$ cat src/rtl/cpu_trace_buffer.sv
// Circular trace buffer for CPU observation channels: captures qualified samples,
// freezes a programmable number of samples after a trigger, then streams the window oldest-first.
module cpu_trace_buffer #(
    parameter int DATA_W   = 16,
    parameter int CHANNELS = 4,
    parameter int DEPTH    = 64,
    localparam int AW      = $clog2(DEPTH)
) (
    input  logic                       clk,
    input  logic                       rst,
    input  logic [CHANNELS*DATA_W-1:0] ch_data,
    input  logic                       sample_en,
    input  logic                       trig_in,
    input  logic                       arm,
    input  logic                       abort,
    input  logic [AW-1:0]              post_len,
    output logic [CHANNELS*DATA_W-1:0] rd_data,
    output logic                       rd_valid,
    input  logic                       rd_ready,
    output logic                       rd_last,
    output logic [1:0]                 state,
    output logic [AW:0]                count,
    output logic [AW-1:0]              trig_pos
);

    typedef enum logic [1:0] {
        IDLE  = 2'd0,
        ARMED = 2'd1,
        POST  = 2'd2,
        DONE  = 2'd3
    } state_t;

    localparam logic [AW-1:0] PTR_ZERO_C = AW'(0);
    localparam logic [AW-1:0] PTR_ONE_C  = AW'(1);
    localparam logic [AW:0]   CNT_ZERO_C = (AW+1)'(0);
    localparam logic [AW:0]   CNT_ONE_C  = (AW+1)'(1);
    localparam logic [AW:0]   CNT_TWO_C  = (AW+1)'(2);
    localparam logic [AW:0]   FULL_C     = (AW+1)'(DEPTH);

    logic [CHANNELS*DATA_W-1:0] mem [DEPTH];

    state_t        state_r, state_n;
    logic [AW-1:0] wr_ptr_r, wr_ptr_n;
    logic [AW-1:0] rd_ptr_r, rd_ptr_n;
    logic [AW:0]   count_r, count_n;
    logic [AW-1:0] trig_pos_r, trig_pos_n;
    logic [AW-1:0] post_cnt_r, post_cnt_n;
    logic [AW-1:0] post_len_r, post_len_n;
    logic          rd_valid_r, rd_valid_n;
    logic          rd_last_r, rd_last_n;
    logic          wr_en_s;
    logic          done_s;

    // Next-state and datapath control; abort overrides every other request.
    always_comb begin
        state_n    = state_r;
        wr_ptr_n   = wr_ptr_r;
        rd_ptr_n   = rd_ptr_r;
        count_n    = count_r;
        trig_pos_n = trig_pos_r;
        post_cnt_n = post_cnt_r;
        post_len_n = post_len_r;
        rd_valid_n = rd_valid_r;
        rd_last_n  = rd_last_r;
        wr_en_s    = 1'b0;
        done_s     = 1'b0;

        if (abort) begin
            state_n    = IDLE;
            count_n    = CNT_ZERO_C;
            rd_valid_n = 1'b0;
            rd_last_n  = 1'b0;
        end else begin
            case (state_r)
                IDLE: begin
                    if (arm) begin
                        state_n  = ARMED;
                        wr_ptr_n = PTR_ZERO_C;
                        count_n  = CNT_ZERO_C;
                    end else begin
                        state_n = IDLE;
                    end
                end
                ARMED, POST: begin
                    if (sample_en) begin
                        wr_en_s  = 1'b1;
                        wr_ptr_n = wr_ptr_r + PTR_ONE_C;
                        count_n  = (count_r == FULL_C) ? FULL_C : count_r + CNT_ONE_C;
                        if (state_r == ARMED) begin
                            // post_len is AW bits wide, so it never exceeds DEPTH-1 and the trigger sample survives.
                            if (trig_in) begin
                                post_len_n = post_len;
                                post_cnt_n = post_len;
                                if (post_len == PTR_ZERO_C) begin
                                    done_s = 1'b1;
                                end else begin
                                    state_n = POST;
                                end
                            end else begin
                                post_cnt_n = post_cnt_r;
                            end
                        end else begin
                            post_cnt_n = post_cnt_r - PTR_ONE_C;
                            done_s     = (post_cnt_r == PTR_ONE_C);
                        end
                    end else begin
                        wr_en_s = 1'b0;
                    end

                    // Readout window starts at the oldest surviving entry, using post-write pointer and count.
                    if (done_s) begin
                        state_n    = DONE;
                        rd_ptr_n   = wr_ptr_n - count_n[AW-1:0];
                        trig_pos_n = AW'(count_n - CNT_ONE_C - {1'b0, post_len_n});
                        rd_valid_n = 1'b1;
                        rd_last_n  = (count_n == CNT_ONE_C);
                    end else begin
                        rd_valid_n = 1'b0;
                    end
                end
                DONE: begin
                    if (rd_valid_r && rd_ready) begin
                        rd_ptr_n = rd_ptr_r + PTR_ONE_C;
                        count_n  = count_r - CNT_ONE_C;
                        if (count_r == CNT_ONE_C) begin
                            state_n    = IDLE;
                            rd_valid_n = 1'b0;
                            rd_last_n  = 1'b0;
                        end else begin
                            rd_last_n = (count_r == CNT_TWO_C);
                        end
                    end else begin
                        rd_valid_n = rd_valid_r;
                    end
                end
                default: begin
                    state_n    = IDLE;
                    rd_valid_n = 1'b0;
                    rd_last_n  = 1'b0;
                end
            endcase
        end
    end

    // Control state registers with asynchronous active-low reset.
    always_ff @(posedge clk or negedge rst) begin
        if (!rst) begin
            state_r    <= IDLE;
            wr_ptr_r   <= PTR_ZERO_C;
            rd_ptr_r   <= PTR_ZERO_C;
            count_r    <= CNT_ZERO_C;
            trig_pos_r <= PTR_ZERO_C;
            post_cnt_r <= PTR_ZERO_C;
            post_len_r <= PTR_ZERO_C;
            rd_valid_r <= 1'b0;
            rd_last_r  <= 1'b0;
        end else begin
            state_r    <= state_n;
            wr_ptr_r   <= wr_ptr_n;
            rd_ptr_r   <= rd_ptr_n;
            count_r    <= count_n;
            trig_pos_r <= trig_pos_n;
            post_cnt_r <= post_cnt_n;
            post_len_r <= post_len_n;
            rd_valid_r <= rd_valid_n;
            rd_last_r  <= rd_last_n;
        end
    end

    // Trace memory write port; contents are deliberately left unreset.
    always_ff @(posedge clk) begin
        if (wr_en_s) begin
            mem[wr_ptr_r] <= ch_data;
        end
    end

    assign rd_data  = mem[rd_ptr_r];
    assign rd_valid = rd_valid_r;
    assign rd_last  = rd_last_r;
    assign state    = state_r;
    assign count    = count_r;
    assign trig_pos = trig_pos_r;

endmodule

$ cat config.mk
export PLATFORM = sky130hd
export DESIGN_NAME = cpu_trace_buffer
export DESIGN_NICKNAME = d
export VERILOG_FILES = /design/src/rtl/cpu_trace_buffer.sv
export SDC_FILE = /design/constraint.sdc
export NUM_CORES = 2
export LEC_CHECK = 0
export BUFFER_PORTS_ARGS = -buffer_cell sky130_fd_sc_hd__buf_2
export CAP_MARGIN = 0
export CORE_ASPECT_RATIO = 1.1
export CORE_UTILIZATION = 56
export CTS_BUF_LIST = sky130_fd_sc_hd__clkbuf_16
export CTS_CLUSTER_SIZE = 12
export DETAILED_ROUTE_END_ITERATION = 7
export GPL_ROUTABILITY_DRIVEN = 1
export HOLD_SLACK_MARGIN = 0.02
export PLACE_DENSITY = 0.75
export SYNTH_ARGS = -nofsm -noshare
export SYNTH_HDL_FRONTEND = slang
export SYNTH_SLANG_ARGS = --single-unit
$ cat constraint.sdc
create_clock -name clk -period 4.3 [get_ports clk]
set_input_delay 1.29 -clock clk [delete_from_list [all_inputs] [get_ports clk]]
set_output_delay 1.29 -clock clk [all_outputs]
set_load 0.01 [all_outputs]
Word level (Yosys, flattened, before mapping)

Memories as Yosys holds them, arrays and structs flattened.
Cells that the tools add are included.

ROM bits: 0
Bits in writable memories: 4,096
Memories: 1
Output and inout port bits: 81
Word-level logic and storage cells: 109
Latch bits: 0
Register bits: 41

Bitwise operators: 1
$lt $le $gt $ge: 0
$add $sub $neg: 8
Reductions and logical operators: 16
Shift-type cells: 0
Multiply operators: 0
Mux-type cells: 54
Div/mod/pow operators: 0
Equal/unequal tests: 20

Memory list:

| memory | depth | width | rd ports | clocked after Yosys merged registers in | wr ports | RTL line | text |
|---|---|---|---|---|---|---|---|
| mem    | 64    | 64    | 1        | 0                                       | 1        | 40       | `logic [CHANNELS*DATA_W-1:0] mem [DEPTH];` |

Operators with widths:

| cell                  | count |
|---|---|
| $mux W6               | 13 |
| $mux W7               | 7 |
| $pmux W6 S2           | 2 |
| $pmux W7 S3           | 1 |
| $mux W1               | 20 |
| $mux W2               | 8 |
| $ne A4 B4 Y1 const B  | 4 |
| $eq A7 B1 Y1 const B  | 2 |
| $add A6 B1 Y6 const B | 2 |
| $ne A3 B3 Y1 const B  | 4 |
| $reduce_and A3 Y1     | 4 |
| $sub A6 B1 Y6 const B | 2 |
| $sub A6 B6 Y6         | 2 |
| $ne A2 B2 Y1 const B  | 4 |
| $reduce_and A4 Y1     | 2 |
| $add A7 B1 Y7 const B | 1 |
| $eq A7 B2 Y1 const B  | 1 |
| $eq A7 B7 Y1 const B  | 1 |
| $sub A7 B1 Y7 const B | 1 |
| $eq A6 B1 Y1 const B  | 1 |
| $logic_not A6 Y1      | 1 |
| $pmux W2 S3           | 1 |
| $reduce_and A6 Y1     | 1 |
| $eq A2 B2 Y1 const B  | 2 |
| other kinds (9)       | 12 |

Logic depth before layout (Yosys ltp)

Depth in word-level cells: 10
Gate-level depth with buffers: 13
Mapped depth without buffers: 13

Worst setup path after synthesis

No wires, ideal clock.

Kind: input -> register
Start point: input port sample_en
End point: memory mem[59][0] (netlist bit), enable pin
Setup slack: -1.123 ns
Setup time: 0.487 ns
Path buffers: 1
Arrival time: 4.936 ns
Cell stages on the path: 5
Cell sequence: clkbuf_1 -> inv_1 -> nor3_1 -> nand3_1 -> nor2_1

Longest elaborated chain between the ends: 5

Ends and longest elaborated chain:

| element                       | RTL line | text |
|---|---|---|
| start, declared               | 12       | `input logic sample_en,` |
| $mux W1                       | 85       | `if (sample_en) begin` |
| $mux W1                       | 74       | `case (state_r)` |
| $mux W1                       | 68       | `if (abort) begin` |
| $mux W1                       | 172      | `if (wr_en_s) begin` |
| $mux W1 (implied by the code) | 173      | `mem[wr_ptr_r] <= ch_data;` |
| end, declared                 | 40       |  |

Every way passes these cells.

Worst setup path after layout

Start point: register rd_ptr_r[0]
End point: output port rd_data[7]

Longest elaborated chain between the ends: 1

Ends and longest elaborated chain:

| element                | RTL line | text |
|---|---|---|
| start, declared        | 44       | `logic [AW-1:0] rd_ptr_r, rd_ptr_n;` |
| start signal, assigned | 160      | `rd_ptr_r <= rd_ptr_n;` |
| $mem_v2 Z64 W64        | n/a      |  |
| end, declared          | 17       | `output logic [CHANNELS*DATA_W-1:0] rd_data,` |

Every way passes these cells.

==> flow_summary.toml <==
[placement]
port_buffers = 157
dp_hpwl_mm = 252
placed_cells = 11149
place_area_mm2 = 0.170
gp_congestion = 0.841

[power]
p_int_w = 0.0835
switchingPower_w = 0.0397
seq_power_share = 0.363
pwr-share-clk = 0.261
p_comb_frac = 0.376
irDropWorstVdd_mv = 0.456
p_per_area_mw_per_mm2 = 651
leakagePower_nw = 61.4
power.share.switching = 0.322

[clock_network]
cts_inserted_buffers = 406
root_buffer = "clkbuf_16"
clk_pin_slew_ns = 0.06
cts_hold_buf = 0
clkSinkCount = 4137
clkLatencyLatePin_ns = 0.98
h-tree-depth = 5
cts_buffer_depth = 4
cts_tree = "yes"

[finish]
fill_cells = 16253
fin_nets = 8262
fin_area_mm2 = 0.189
final_cells = 12077
post-route-util = 0.672
final_layout_size_suffix_gt1_frac = 0.341
area_growth_pct = 19.0

[setup_path]
critPathMaxStageDelay_ns = 0.59
critical_path.max_fanout = 8
critPathLaunchType = "flop"
critPathSlowestCell = "mux4_2"
cp-end-kind = "output pin"
path_class = "reg -> out"
crit_buf_inv = 6
required_ns = 3.01
crit_family = "buffers and inverters"
worstPathCellList = "buf_12 > buf_16 > buf_16 > buf_4 > buf_12 > mux4_2 > a221oi_2 > nand2_2 > a22oi_2 > nand2_2 > buf_6"
cp.arrival_ns = 3.79

[logic_synthesis]
synth-seq-cells = 4137
synth-edff-count = 4096
synth.most_common_cell = "edfxtp_1"
ys_types = 69
syn_nets = 7241
syn_inst = 7141
synthSimpleGateAreaFrac = 0.0131
synth_compound_area_frac = 0.0287
synthMuxAreaShare = 0.161
synth_xor_area_frac = 0.00127
ys_warn_count = 0
ys_top_cells_by_area = "edfxtp_1, mux4_2, mux2i_1"
synthAdderAreaFrac = 0.00190
syn_avg_cell_area_um2 = 22.3
yosysSeqAreaShare = 0.780
syn_area_mm2 = 0.159
synth_top_area_share = 0.773
async_reset_ff_frac = 0.00991
yosysTopAreaCell = "edfxtp_1"
synthFlopType = "edfxtp_1"
synth_top_family_by_area = "multiplexers"
yosys-top-cells-count = "edfxtp_1, mux4_2, mux2i_1, nand2_1, clkbuf_1"

[grt]
grtUsageMet1 = 0.447
antenna_found_initial = 40
grt_overflow = 0
grt_pass1_vias = 87854
top_usage_layer = "met2"
grt_pass1_wl_mm = 688
grt_start_max_net_pins = 65
grt_usage = 0.353
met2_usage = 0.539
grtUsageMet3 = 0.103

[timing]
final.setup.tns_ns = -38.25
tightest_slew_ns = 1.27
worst_clock_skew_ns = 0.0684
fmax_mhz = 197
drv_slew = 0
timing.final.hold_violations = 0
hold_slack_ns = 0.371
rsz0062_at_grt = "yes"
maxSlewHeadroom = 0.145
period_minus_slack_ns = 5.08
setup_slack_ns = -0.782
post-route-period-util = 1.18
setup_viol = 64

[drt]
drt_iter0_markers = 16386
via_count = 88588
routedWlPerCell_um = 42.7
drc = 0
wirelength_mm = 516
antenna_left = 0
first_pass_iters = 8
routed_via_density = 7.34

[min_path]
hold_path_class = "in -> async"

[floorplanning]
coreArea_mm2 = 0.282
rows = 204
ioPinCount = 158
die-area_mm2 = 0.286
die_height_um = 561
initial_core_util = 0.565
die-width_um = 510

[status]
violations = "setup timing"
status = "finished, violations left"

[job]
maxCapViolCount = 0
[power groups by stage]
stage	Sequential [W]	Clock (W)	Combinational [W]
detailed placement	0.0456	0	0.0338
global route	0.0447	0.0336	0.0471
CTS	0.0447	0.0318	0.0416
finish	0.0447	0.0322	0.0463
global placement	0.0456	0	0.0334
floorplan	0.0454	0	0.0210
[registers in the layout (all words and copies together), names as in the netlist]
name	flops
count	7
mem	4096
post_cnt_r	6
post_len_r	6
rd_last	1
rd_ptr_r	6
rd_valid	1
state	2
trig_pos	6
wr_ptr_r	6
[cells by family after synthesis]
logic type | Yosys count
compound gates | 677
xor+xnor | 23
fa+ha+maj | 23
buf+inv | 423
flops | 4137
mux | 1393
simple gates | 465
[per-layer routing]
layer  part of all wire  routed length (um)  vias to the layer above
li1                   -                   -                    32325
met1               0.31              158000                    44950
met2               0.46              237000                     9057
met3               0.16               80200                     2229
met4              0.080               41000                       27
met5            0.00034                 177                        -
[final cells by class]
class	instances	area (um^2)	area share
clock buffers	410	10300	0.0542
multi-input cells	2581	35500	0.187
flip-flops and latches	4137	124000	0.655
diodes	26	65.1	0.000344
inverters	21	91.3	0.000482
clock inverters	179	1080	0.00573
well taps	3708	4640	0.0245
repair buffers	1015	13700	0.0722
[final timing paths]
kind	slack, ns	endpoint	from	cells after the start
worst max-delay path	-0.78	rd_data[7]	rd_ptr_r[0]	11
worst min register to register	0.50	post_len_r[3]	post_len_r[3]	2
max in group asynchronous	3.04	rd_ptr_r[0]	rst	2
worst max register to register	0.54	rd_ptr_r[2]	count[3]	9
worst min-delay path	0.37	post_len_r[2]	rst	1
min in group clk	0.50	post_len_r[3]	post_len_r[3]	2
[worst reg2reg max path: stages, from the launching register on]
cell,delay [ns]
dfrtp_1,0.50
nor4_1,0.57
nand3_1,0.15
nand3_1,0.10
o21ai_0,0.32
ha_1,0.37
fa_1,0.46
xnor2_1,0.27
o22ai_1,0.14
a21oi_1,0.70
[stage by stage]
| stage | worst slack, ns | power (W) |
|---|---|---|
| 2_1_floorplan | -1.00 | 0.0663 |
| 3_3_place_gp | -0.476 | 0.0789 |
| 4_1_cts | -0.688 | 0.118 |
| 3_5_place_dp | -0.393 | 0.0794 |
| 5_1_grt | -0.791 | 0.125 |
| 6_report | -0.782 | 0.123 |
[timing repair]
action / in CTS / in global routing
resized for setup: 576 / 271
cloned: 58 / 17
buffers inserted: 140 / 126
endpoints found under the hold margin: 0 / 0
pin swaps: 117 / 137
setup endpoints to repair: 64 / 64
[placed cells by master, fill, tap and decap left out, drive strengths merged, types with 15 or more instances in the layout]
cell        n
mux2       24
clkinv     61
nand2     173
nor2      131
o221ai     45
diode      26
o21ai     132
a2111oi    25
nor3       28
ha         21
inv       131
mux4      931
a21oi     136
a31oi      15
xnor2      18
bufbuf     20
edfxtp   4096
nor2b      15
nand3      57
mux2i     438
dfrtp      41
buf       978
a211oi     25
a22oi     136
clkbuf    427
a221oi     76
o22ai      44
(Power assumes the default switching activity.)
